### config.mk
export PLATFORM = sky130hd
export DESIGN_NAME = shared_reg_arbiter
export DESIGN_NICKNAME = d
export VERILOG_FILES = /design/src/rtl/shared_reg_arbiter.sv
export SDC_FILE = /design/constraint.sdc
export NUM_CORES = 1
export LEC_CHECK = 0
export CORE_UTILIZATION = 38
export DETAILED_ROUTE_END_ITERATION = 10
export PLACE_DENSITY = 0.78
export SETUP_SLACK_MARGIN = 0.02
export SYNTH_ARGS = -nofsm -noshare
export SYNTH_HDL_FRONTEND = slang
export SYNTH_SLANG_ARGS = --single-unit
### constraint.sdc
create_clock -name i_clk -period 1.82 [get_ports i_clk]
set_input_delay 0.182 -clock i_clk [delete_from_list [all_inputs] [get_ports i_clk]]
set_output_delay 0.182 -clock i_clk [all_outputs]
set_load 0.02 [all_outputs]
### src/rtl/shared_reg_arbiter.sv
// Round-robin write arbiter owning one shared DATA_W-bit register.
// Define ARB_LOCK_EN to add the LOCK port for back-to-back writes by the owner.
module shared_reg_arbiter #(
  parameter int N_REQ  = 4,
  parameter int DATA_W = 8,
  parameter int OWN_W  = 2
) (
  input  logic                    i_clk,
  input  logic                    i_rst,
`ifdef ARB_LOCK_EN
  input  logic [N_REQ-1:0]        i_lock,
`endif
  input  logic [N_REQ-1:0]        i_req,
  input  logic [N_REQ*DATA_W-1:0] i_data_in,
  output logic [N_REQ-1:0]        o_gnt,
  output logic [DATA_W-1:0]       o_q,
  output logic                    o_q_valid,
  output logic [OWN_W-1:0]        o_owner,
  output logic                    o_wr_done
);

  typedef enum logic {
    S_IDLE,
    S_GRANT
  } state_t;

  state_t              r_state;
  state_t              w_state_n;
  logic [OWN_W-1:0]    r_ptr;
  logic [OWN_W-1:0]    w_ptr_n;
  logic [N_REQ-1:0]    r_gnt;
  logic [N_REQ-1:0]    w_gnt_n;
  logic [DATA_W-1:0]   r_q;
  logic [DATA_W-1:0]   w_q_n;
  logic                r_q_valid;
  logic                w_q_valid_n;
  logic [OWN_W-1:0]    r_owner;
  logic [OWN_W-1:0]    w_owner_n;
  logic                r_wr_done;
  logic                w_wr_done_n;

  logic                w_found;
  logic [OWN_W-1:0]    w_winner;
  logic [DATA_W-1:0]   w_slice;
  logic                w_own_req;
  logic                w_hold;

  // First requester at or after PTR, wrapping
  always_comb begin : p_scan
    int v_idx;
    w_found  = 1'b0;
    w_winner = '0;
    v_idx    = 0;
    for (int k = 0; k < N_REQ; k++) begin
      v_idx = int'(r_ptr) + k;
      if (v_idx >= N_REQ) v_idx = v_idx - N_REQ;
      if (!w_found && i_req[v_idx]) begin
        w_found  = 1'b1;
        w_winner = OWN_W'(v_idx);
      end
    end
  end

  assign w_slice   = i_data_in[r_owner*DATA_W +: DATA_W];
  assign w_own_req = i_req[r_owner];

`ifdef ARB_LOCK_EN
  assign w_hold = i_lock[r_owner];
`else
  assign w_hold = 1'b0;
`endif

  always_comb begin
    w_state_n   = r_state;
    w_ptr_n     = r_ptr;
    w_gnt_n     = r_gnt;
    w_q_n       = r_q;
    w_q_valid_n = r_q_valid;
    w_owner_n   = r_owner;
    w_wr_done_n = 1'b0;
    unique case (r_state)
      S_IDLE: begin
        if (w_found) begin
          w_gnt_n   = N_REQ'(1) << w_winner;
          w_owner_n = w_winner;
          w_state_n = S_GRANT;
        end else begin
          w_gnt_n   = '0;
        end
      end
      S_GRANT: begin
        if (w_own_req) begin
          w_q_n       = w_slice;
          w_q_valid_n = 1'b1;
          w_wr_done_n = 1'b1;
        end
        // A locked owner keeps the grant and the pointer
        if (!(w_own_req && w_hold)) begin
          w_gnt_n   = '0;
          w_state_n = S_IDLE;
          w_ptr_n   = (r_owner == OWN_W'(N_REQ - 1)) ?
                      '0 : r_owner + OWN_W'(1);
        end
      end
      default: begin
        w_state_n = S_IDLE;
        w_gnt_n   = '0;
      end
    endcase
  end

  always_ff @(posedge i_clk) begin
    if (i_rst) begin
      r_state   <= S_IDLE;
      r_ptr     <= '0;
      r_gnt     <= '0;
      r_q       <= '0;
      r_q_valid <= 1'b0;
      r_owner   <= '0;
      r_wr_done <= 1'b0;
    end else begin
      r_state   <= w_state_n;
      r_ptr     <= w_ptr_n;
      r_gnt     <= w_gnt_n;
      r_q       <= w_q_n;
      r_q_valid <= w_q_valid_n;
      r_owner   <= w_owner_n;
      r_wr_done <= w_wr_done_n;
    end
  end

  assign o_gnt     = r_gnt;
  assign o_q       = r_q;
  assign o_q_valid = r_q_valid;
  assign o_owner   = r_owner;
  assign o_wr_done = r_wr_done;

endmodule

; Word-level counts from Yosys, hierarchy flattened
; Index checks and enable logic that the tools add are counted.
; Widths: inputs -> output; s select.
[op_classes]
add_sub_neg = 8
multipliers = 0
div = 0
n_lt_le_gt_ge = 9
eq_ne = 1
n_shift = 2
muxes = 32
n_bitwise = 1
reduce_logical = 9
[op_table]
columns = cell, n
row1 = $lt 32x4->1 const B, 4
row2 = $mux 32, 4
row3 = $shiftx 32x6->8, 1
row4 = $mux 1, 15
row5 = $sub 3x3->4 const B, 3
row6 = $bmux 1 s2, 5
row7 = $mux 2, 5
row8 = $ge 3x3->1 const B, 3
row9 = $pmux 4 s2, 1
row10 = $add 2x2->3 const B, 2
row11 = $mux 4, 1
row12 = $reduce_and 2->1, 2
row13 = $shl 1x2->4 const A, 1
row14 = $sub 2x3->4 const B, 1
row15 = $add 2x1->3 const B, 1
row16 = $ge 2x3->1 const B, 1
row17 = $logic_and 1x1->1, 3
row18 = $logic_not 1->1, 3
row19 = $lt 2x3->1 const B, 1
row20 = $add 2x1->2 const B, 1
row21 = $eq 2x2->1 const B, 1
row22 = $pmux 1 s2, 1
row23 = $reduce_or 2->1, 1
row24 = $not 1->1, 1
[totals]
regBits = 19
latchBits = 0
mem_bits_rw = 0
rom_bits = 0
inputBits = 38
output_inout_bits = 16
wordCells = 69
n_memories = 0

; Longest topological paths before layout
; Gate-level depths: netlist of run 1.
[depth]
depth_word = 18
mapped_depth = 6
mapped_depth_nobuf = 4

; Worst setup path before layout of run 1
; No wires, ideal clock.
[synth_path]
path_type = register to register
start = register r_owner[0], in the netlist o_owner[0]
end = register r_q[1], in the netlist o_q[1]
setup_ns = 0.128
arrival_ns = 1.394
t_required_ns = 1.692
slack_ns = 0.299
stages_incl_launch_ff = 5
path_buffers = 1
synth_period_minus_slack_ns = 1.521
cell_sequence = dfxtp_1 > buf_6 > mux4_2 > mux2i_1 > nor2_1
[synth_via]
elab_chain_cells = 3
word_cells_on_any_way = 4
classes_between = shift: 1 / mux: 2 / reduce/logical: 1
[synth_lines]
columns = element, line
row1 = from (decl), 37  ; logic [OWN_W-1:0] r_owner;
row2 = from (signal assigned), 127  ; r_owner <= w_owner_n;
row3 = "parallel branches: the longest is 3 deep, another holds $shiftx 32x6->8", n/a
row4 = to (signal assigned), 125  ; r_q <= w_q_n;
row5 = to (decl), 33  ; logic [DATA_W-1:0] r_q;
; Parallel ways; which one is timed is not known. The select of a mux whose other input is x is not followed.
; A chain may end at the register's enable or synchronous reset.

; Worst setup path in the final report of run 1
[layout_path]
start = register r_owner[1], in the netlist o_owner[1]
end = output port o_owner[1]
[layout_lines]
columns = element, line
row1 = to (decl), 18  ; output logic [OWN_W-1:0] o_owner,
; No word-level cell between the ends.

==> summary.txt, run 1 <==
Critical path
  • Kind of cell with the highest combined delay on the critical path: buffers and inverters
  • Crit Path Class: flip-flop to output pin
  • Largest stage delay, worst path: around 700 ps
  • Worst reg2reg startpoint: o_owner[1]
  • Crit start category: flip-flop
  • Critical Path Slowest Stage Cell: clkdlybuf4s50_1
  • CP bufs+invs: 1
  • Reg-to-Reg End: o_q[1]
  • R2R setup slack: between 400 and 500 ps
  • Worst-path fanout max: 9
  • CP Cell Sequence: clkdlybuf4s50_1
  • Worst reg2reg path depth: 5
  • Stages on worst setup path: 1
  • Critical path required time: approximately 1600 ps
  • WP data arrival: 1540 ps
  • Worst setup EP type: output pin

Logic synthesis
  • Post-Syn Area: 996 µm²
  • Mapped Cells: 91
  • Synth Warn #: 0
  • Distinct cell type count after synthesis: 30
  • Synth top area cells: dfxtp_1, mux4_2, mux2i_1, nor2_1, nor4_2
  • Seq/Total Area, Yosys: between 30% and 40%
  • Synth top area share: a little under two fifths
  • FF+latch count, synth: 19
  • Syn Nets: 130
  • Avg Synthesized Cell Area: around 11 µm²
  • Yosys top cell by area: dfxtp_1

Global routing
  • Number of global-route vias before repair: about 890
  • Antenna violations before repair: 0
  • Congestion Overflow GR: 0
  • GRT Total Usage: approximately 18%
  • Global-route wire length before repair: 3700 µm
  • Largest net degree at the start of global routing: 11

Worst hold path
  • Hold Crit Endpoint: o_q_valid
  • Hold path depth: 2
  • Worst min path class: flip-flop to flip-flop
  • Hold_sp: o_q_valid

Timing
  • Hold Violations, Final: 0
  • Worst Tran Pin Value: approximately 370 ps
  • Max frequency: 582 MHz
  • Clk_skew: between 1 and 1.5 ps
  • Setup TNS: 0 ps
  • Setup-failing EPs final: 0
  • Final worst path period need: ~1700 ps
  • Slew Limit Headroom: between 70% and 80%
  • RSZ-0062 raised after global routing: false
  • Final Max Slew Viols: 0
  • Period utilization: 94.4%
  • Final Worst Setup Slack: between 100 and 150 ps

Clocking
  • TritonCTS clock tree: done
  • CTS Root Cell: clkbuf_4
  • Max Root-Sink Buffers: 2
  • Clock sinks: 19
  • H-Tree Depth: 1
  • Cts hold-fix bufs: 0
  • Resized cells post-CTS: 0
  • Setup bufs post-CTS: 0
  • Cts bufs inserted: 3
  • Clk Latency, worst-skew pair: 280 ps
  • Worst-path clk slew: 100 ps

Power
  • PwrDens: 651 nW/µm²
  • Max IR drop VDD: roughly 350 µV
  • Design Power: a little over 1 mW
  • P_leak: 0.583 nW

Final layout
  • Multi-input logic area: 572 µm²
  • Synth-to-Final Area Change: 59.4%
  • Most frequent cells in the layout: clkdlybuf4s50_1, dfxtp_1, nor2_1, mux2i_1, mux4_2
  • Commonest non-fill, non-tap cell in the layout: clkdlybuf4s50_1
  • ANT cells: 0
  • Fillers: 206
  • Share of cells above drive strength 1: about 15%
  • Register Area: around 380 µm²
  • Final Cell Area: 1590 µm²
  • Nets@finish: around 190
  • Core Util, Final: approximately 64%

Detailed routing
  • First-pass iteration count of the detailed router: 4
  • Post-DR vias/cell: 5.02
  • Vias: 889
  • Final wirelength: about 2300 µm
  • Routed len/inst: about 13 µm
  • DRC Markers: 0
  • Antenna-violating nets left: 0
  • DR iter-0 viols: 15

Placement
  • Gpl congestion: 0.800
  • HPWL Detailed: between 1500 and 2000 µm
  • Port Buf Inserts: 53
  • Pre-CTS WS: a little under 200 ps
  • Post-DP Area: about 1600 µm²

Floorplan
  • Die Ht: around 53 µm
  • Die area: between 2000 and 3000 µm²
  • Number of top-level pins: 54
  • Die Width: approximately 53 µm
  • Site Rows: 18
  • Initial core utilization: 40.2%
  • Core area: between 2000 and 2500 µm²

Job
  • Max-cap viol count: 0

Status
  • Outcome: complete, no violations
routing by layer:
layer / vias up / track usage [%] / part of all wire (%)
met5: - / 0 / 0
li1: 441 / - / -
met3: 2 / 4.89 / 8.5
met2: 32 / 36.7 / 50
met4: 0 / 5.70 / 0.64
met1: 414 / 17.6 / 41
where the power goes:
group	switching [mW]	leakage, nW	total (mW)	internal [mW]
Sequential	0.0236	0.155	0.471	0.448
Combinational	0.143	0.413	0.358	0.216
Clock	0.120	0.0150	0.205	0.0851
how the worst max path moves through the flow:
stage,startpoint,end,slack (ps)
final,o_owner[1],o_owner[1],100
after global routing,o_owner[1],o_owner[1],40
after CTS,o_owner[1],o_owner[1],90
after detailed placement,i_req[1],o_q[5],200
after global placement,i_req[1],o_q[1],230
after floorplan,o_owner[0],o_q[1],300
area by class of cell:
cell class / instances / area share (%)
clock buffer: 4 / 1.65
inverter: 1 / 0.236
multi-input combinational: 65 / 36.0
sequential: 19 / 24.0
tap: 30 / 2.36
timing repair buffer: 58 / 35.8
Yosys cell counts:
cell type	count
clkbuf_4	1
nand3b_1	1
or2_1	1
or2_4	1
clkbuf_1	1
buf_6	1
buf_4	1
o22ai_1	1
dfxtp_1	19
mux4_2	8
o21ai_1	1
inv_1	1
o31ai_1	1
nand4_1	1
a311oi_2	1
nor2_1	17
and3_1	1
mux2i_1	12
nor3_1	1
ha_1	1
buf_2	1
clkbuf_2	1
nor4_2	3
o21ai_0	1
nand2_1	4
nand2b_1	3
a21o_1	1
a21oi_1	1
nor2b_1	3
nor2b_4	1
worst register-to-register path, cell delays in order (launching register included):
cell	delay [ps]
dfxtp_1	430
nand2b_1	200
o22ai_1	170
buf_4	230
mux2i_1	220
nor2_1	60
logic make-up after synthesis:
family	Yosys count	share of synthesized area, %
AO/OA/AOI/OAI	7	5.15
adder cells (fa/ha/maj)	1	1.26
buffers and inverters	7	4.40
flip-flops	19	38.2
multiplexers	20	30.2
AND/OR/NAND/NOR	37	20.9
flip-flops by register name, indices dropped and copies added (netlist names):
register and count:
r_state 1, o_wr_done 1, o_q_valid 1, o_q 8, o_owner 2, o_gnt 4, r_ptr 2
stage by stage:
step / instances / hold slack (ps)
floorplan: 91 / 417
finish: 177 / 487
global placement: 173 / 453
CTS: 177 / 494
global route: 177 / 527
detailed placement: 173 / 469
No activity file was read; power rests on OpenSTA's default activity.
==> run 2, diff against run 1 <==
==> constraint.sdc (replaced) <==
create_clock -name i_clk -period 1.82 [get_ports i_clk]
set_input_delay 0.364 -clock i_clk [delete_from_list [all_inputs] [get_ports i_clk]]
set_output_delay 0.364 -clock i_clk [all_outputs]
set_load 0.02 [all_outputs]
==> run 2 against run 1 <==
- flip-flop and latch count did not move
- global-route usage rose by 0.43 points
- via count rose by 0.56%
- register-to-register slack got worse by 130 ps
- highest routed layer unchanged
- routed wire length rose by 3.8%
- count of clock-buffer cells in the layout did not move
- critical path depth did not move
==> summary.txt, run 2 (synthesis results as in run 1) <==
Global routing
  • Top Usage Layer GRT: met2
  • Global-route wire length before repair: about 3800 µm
  • Met3 track demand over resource: 4.02%
  • GRT Total Usage: a little under a fifth
  • Largest net degree at the start of global routing: 11
  • Grt met1 use: around a fifth
  • Antenna violations before repair: 0
  • Number of global-route vias before repair: 865
  • Congestion Overflow GR: 0
  • GRT met2 Usage: roughly 35%

Critical path
  • Critical path required time: between 1000 and 1500 ps
  • Worst reg2reg path depth: 6
  • CP bufs+invs: 1
  • WP data arrival: 1240 ps
  • Reg-to-Reg End: o_q[1]
  • Crit start category: flip-flop
  • Largest stage delay, worst path: around 620 ps
  • Worst-path fanout max: 2
  • R2R setup slack: about 290 ps
  • Worst setup EP type: output pin
  • Kind of cell with the highest combined delay on the critical path: buffers and inverters
  • Worst reg2reg startpoint: o_owner[0]
  • Critical Path Slowest Stage Cell: clkdlybuf4s50_1
  • Crit Path Class: flip-flop to output pin
  • CP Cell Sequence: clkdlybuf4s50_1

Final layout
  • Synth-to-Final Area Change: 61.4%
  • Commonest non-fill, non-tap cell in the layout: clkdlybuf4s50_1
  • Largest register FFs: 8
  • ANT cells: 0
  • Fillers: roughly 220
  • Final std cells w/o fill: 179
  • Register Area: roughly 380 µm²
  • Nets@finish: between 150 and 200
  • Most frequent cells in the layout: clkdlybuf4s50_1, dfxtp_1, nor2_1, mux2i_1, mux4_2
  • Share of cells above drive strength 1: between 15 and 20%
  • Multi-input logic area: around 570 µm²

Job
  • Max-cap viol count: 0

Detailed routing
  • Routed len/inst: around 14 µm
  • Post-DR vias/cell: roughly 5
  • Vias: just under 900
  • Antenna-violating nets left: 0
  • First-pass iteration count of the detailed router: 2
  • DRC Markers: 0
  • DR iter-0 viols: 19
  • Final wirelength: between 2000 and 2500 µm

Clocking
  • Worst-path clk slew: 100 ps
  • Clk Latency, worst-skew pair: 280 ps
  • Cts bufs inserted: 3
  • Clock sinks: 19
  • CTS Root Cell: clkbuf_4
  • Max Root-Sink Buffers: 2
  • TritonCTS clock tree: done
  • H-Tree Depth: 1

Timing
  • Max frequency: 622 MHz
  • Clk_skew: 4.51 ps
  • Setup TNS: 0 ps
  • Final Worst Setup Slack: ~210 ps
  • RSZ-0062 raised after global routing: false
  • Hold Violations, Final: 0
  • Worst Tran Pin Value: roughly 330 ps
  • Final worst path period need: approximately 1600 ps
  • Setup-failing EPs final: 0
  • Final Max Slew Viols: 0
  • Period utilization: 88.4%
  • Slew Limit Headroom: about four fifths

Placement
  • Port Buf Inserts: 53
  • HPWL Detailed: roughly 2100 µm
  • Gpl congestion: roughly 0.80
  • Placed Cells incl. Taps: ~180
  • Pre-CTS WS: about 9.9 ps

Floorplan
  • Die Ht: approximately 53 µm
  • Core area: ~2500 µm²
  • Die area: roughly 2800 µm²
  • Site Rows: 18
  • Initial core utilization: between 40% and 50%
  • Die Width: ~53 µm
  • Number of top-level pins: between 50 and 60

Power
  • Share of total power in sequential cells: between 40% and 50%
  • Switching Fraction: between 20% and 30%
  • Combinational share of power: between 30% and 40%
  • PwrDens: 642 nW/µm²
  • P_leak: 0.626 nW
  • Pint: 751 µW
  • Max IR drop VDD: 528 µV
  • Clk pwr share: 19.1%
  • Net load switching power: 281 µW

Worst hold path
  • Worst min path class: flip-flop to flip-flop
  • Hold Crit Endpoint: o_q_valid
  • Hold_sp: o_q_valid
  • Hold path depth: 2

Status
  • Outcome: complete, no violations
==> run 2: cell types whose count changed in the layout (fill, tap and decap cells not counted) <==
cell / change
buf_4: +2
clkdlybuf4s50_1: -2
dlymetal6s2s_1: +2
==> run 2: area by class of cell <==
| cell class | count | area share [%] |
|---|---|---|
| repair buffers | 60 | 36.6 |
| multi-input cells | 65 | 35.6 |
| clock buffers | 4 | 1.63 |
| inverters | 1 | 0.233 |
| well taps | 30 | 2.33 |
| flip-flops and latches | 19 | 23.7 |
==> run 2: timing repair <==
action / CTS / global route
gates resized for setup: 0 / 2
endpoints found under the setup margin: 0 / 2
hold buffers: 0 / 0
buffers inserted: 0 / 0
endpoints found under the hold margin: 0 / 0
==> run 2: layer usage <==
metal / wire length (µm) / share of wire [%]
met1: 991 / 41
met2: 1200 / 49
met3: 225 / 9.3
met4: 12 / 0.49
met5: 0 / 0
==> run 2: worst max-delay path by stage <==
stage | start | to | slack [ps] | depth (start not counted)
after floorplan | o_owner[0] | o_q[1] | 300 | 4
after global placement | i_req[1] | o_q[1] | 50 | 6
after detailed placement | i_req[3] | o_q[1] | 10 | 6
after CTS | o_owner[0] | o_owner[0] | 20 | 1
after global routing | o_q[3] | o_q[3] | 150 | 1
final | o_q[3] | o_q[3] | 210 | 1
==> run 2: per-stage QoR <==
| step | instance area (µm²) | power [mW] | util [%] | hold slack, ps |
|---|---|---|---|---|
| after floorplan | 996 | 0.676 | - | 525 |
| after global placement | 1580 | 0.839 | 63.6 | 453 |
| after detailed placement | 1580 | 0.850 | 63.6 | 459 |
| after CTS | 1600 | 1.05 | 64.7 | 483 |
| after global routing | 1610 | 1.11 | 64.9 | 503 |
| final | 1610 | 1.03 | 64.9 | 477 |
==> run 2: power groups by stage <==
stage                     clock (mW)  combinational (mW)  sequential, mW
final                          0.197               0.361           0.474
after global routing           0.238               0.391           0.477
after CTS                      0.211               0.366           0.474
after detailed placement           0               0.365           0.484
after global placement             0               0.357           0.482
after floorplan                    0               0.167           0.509
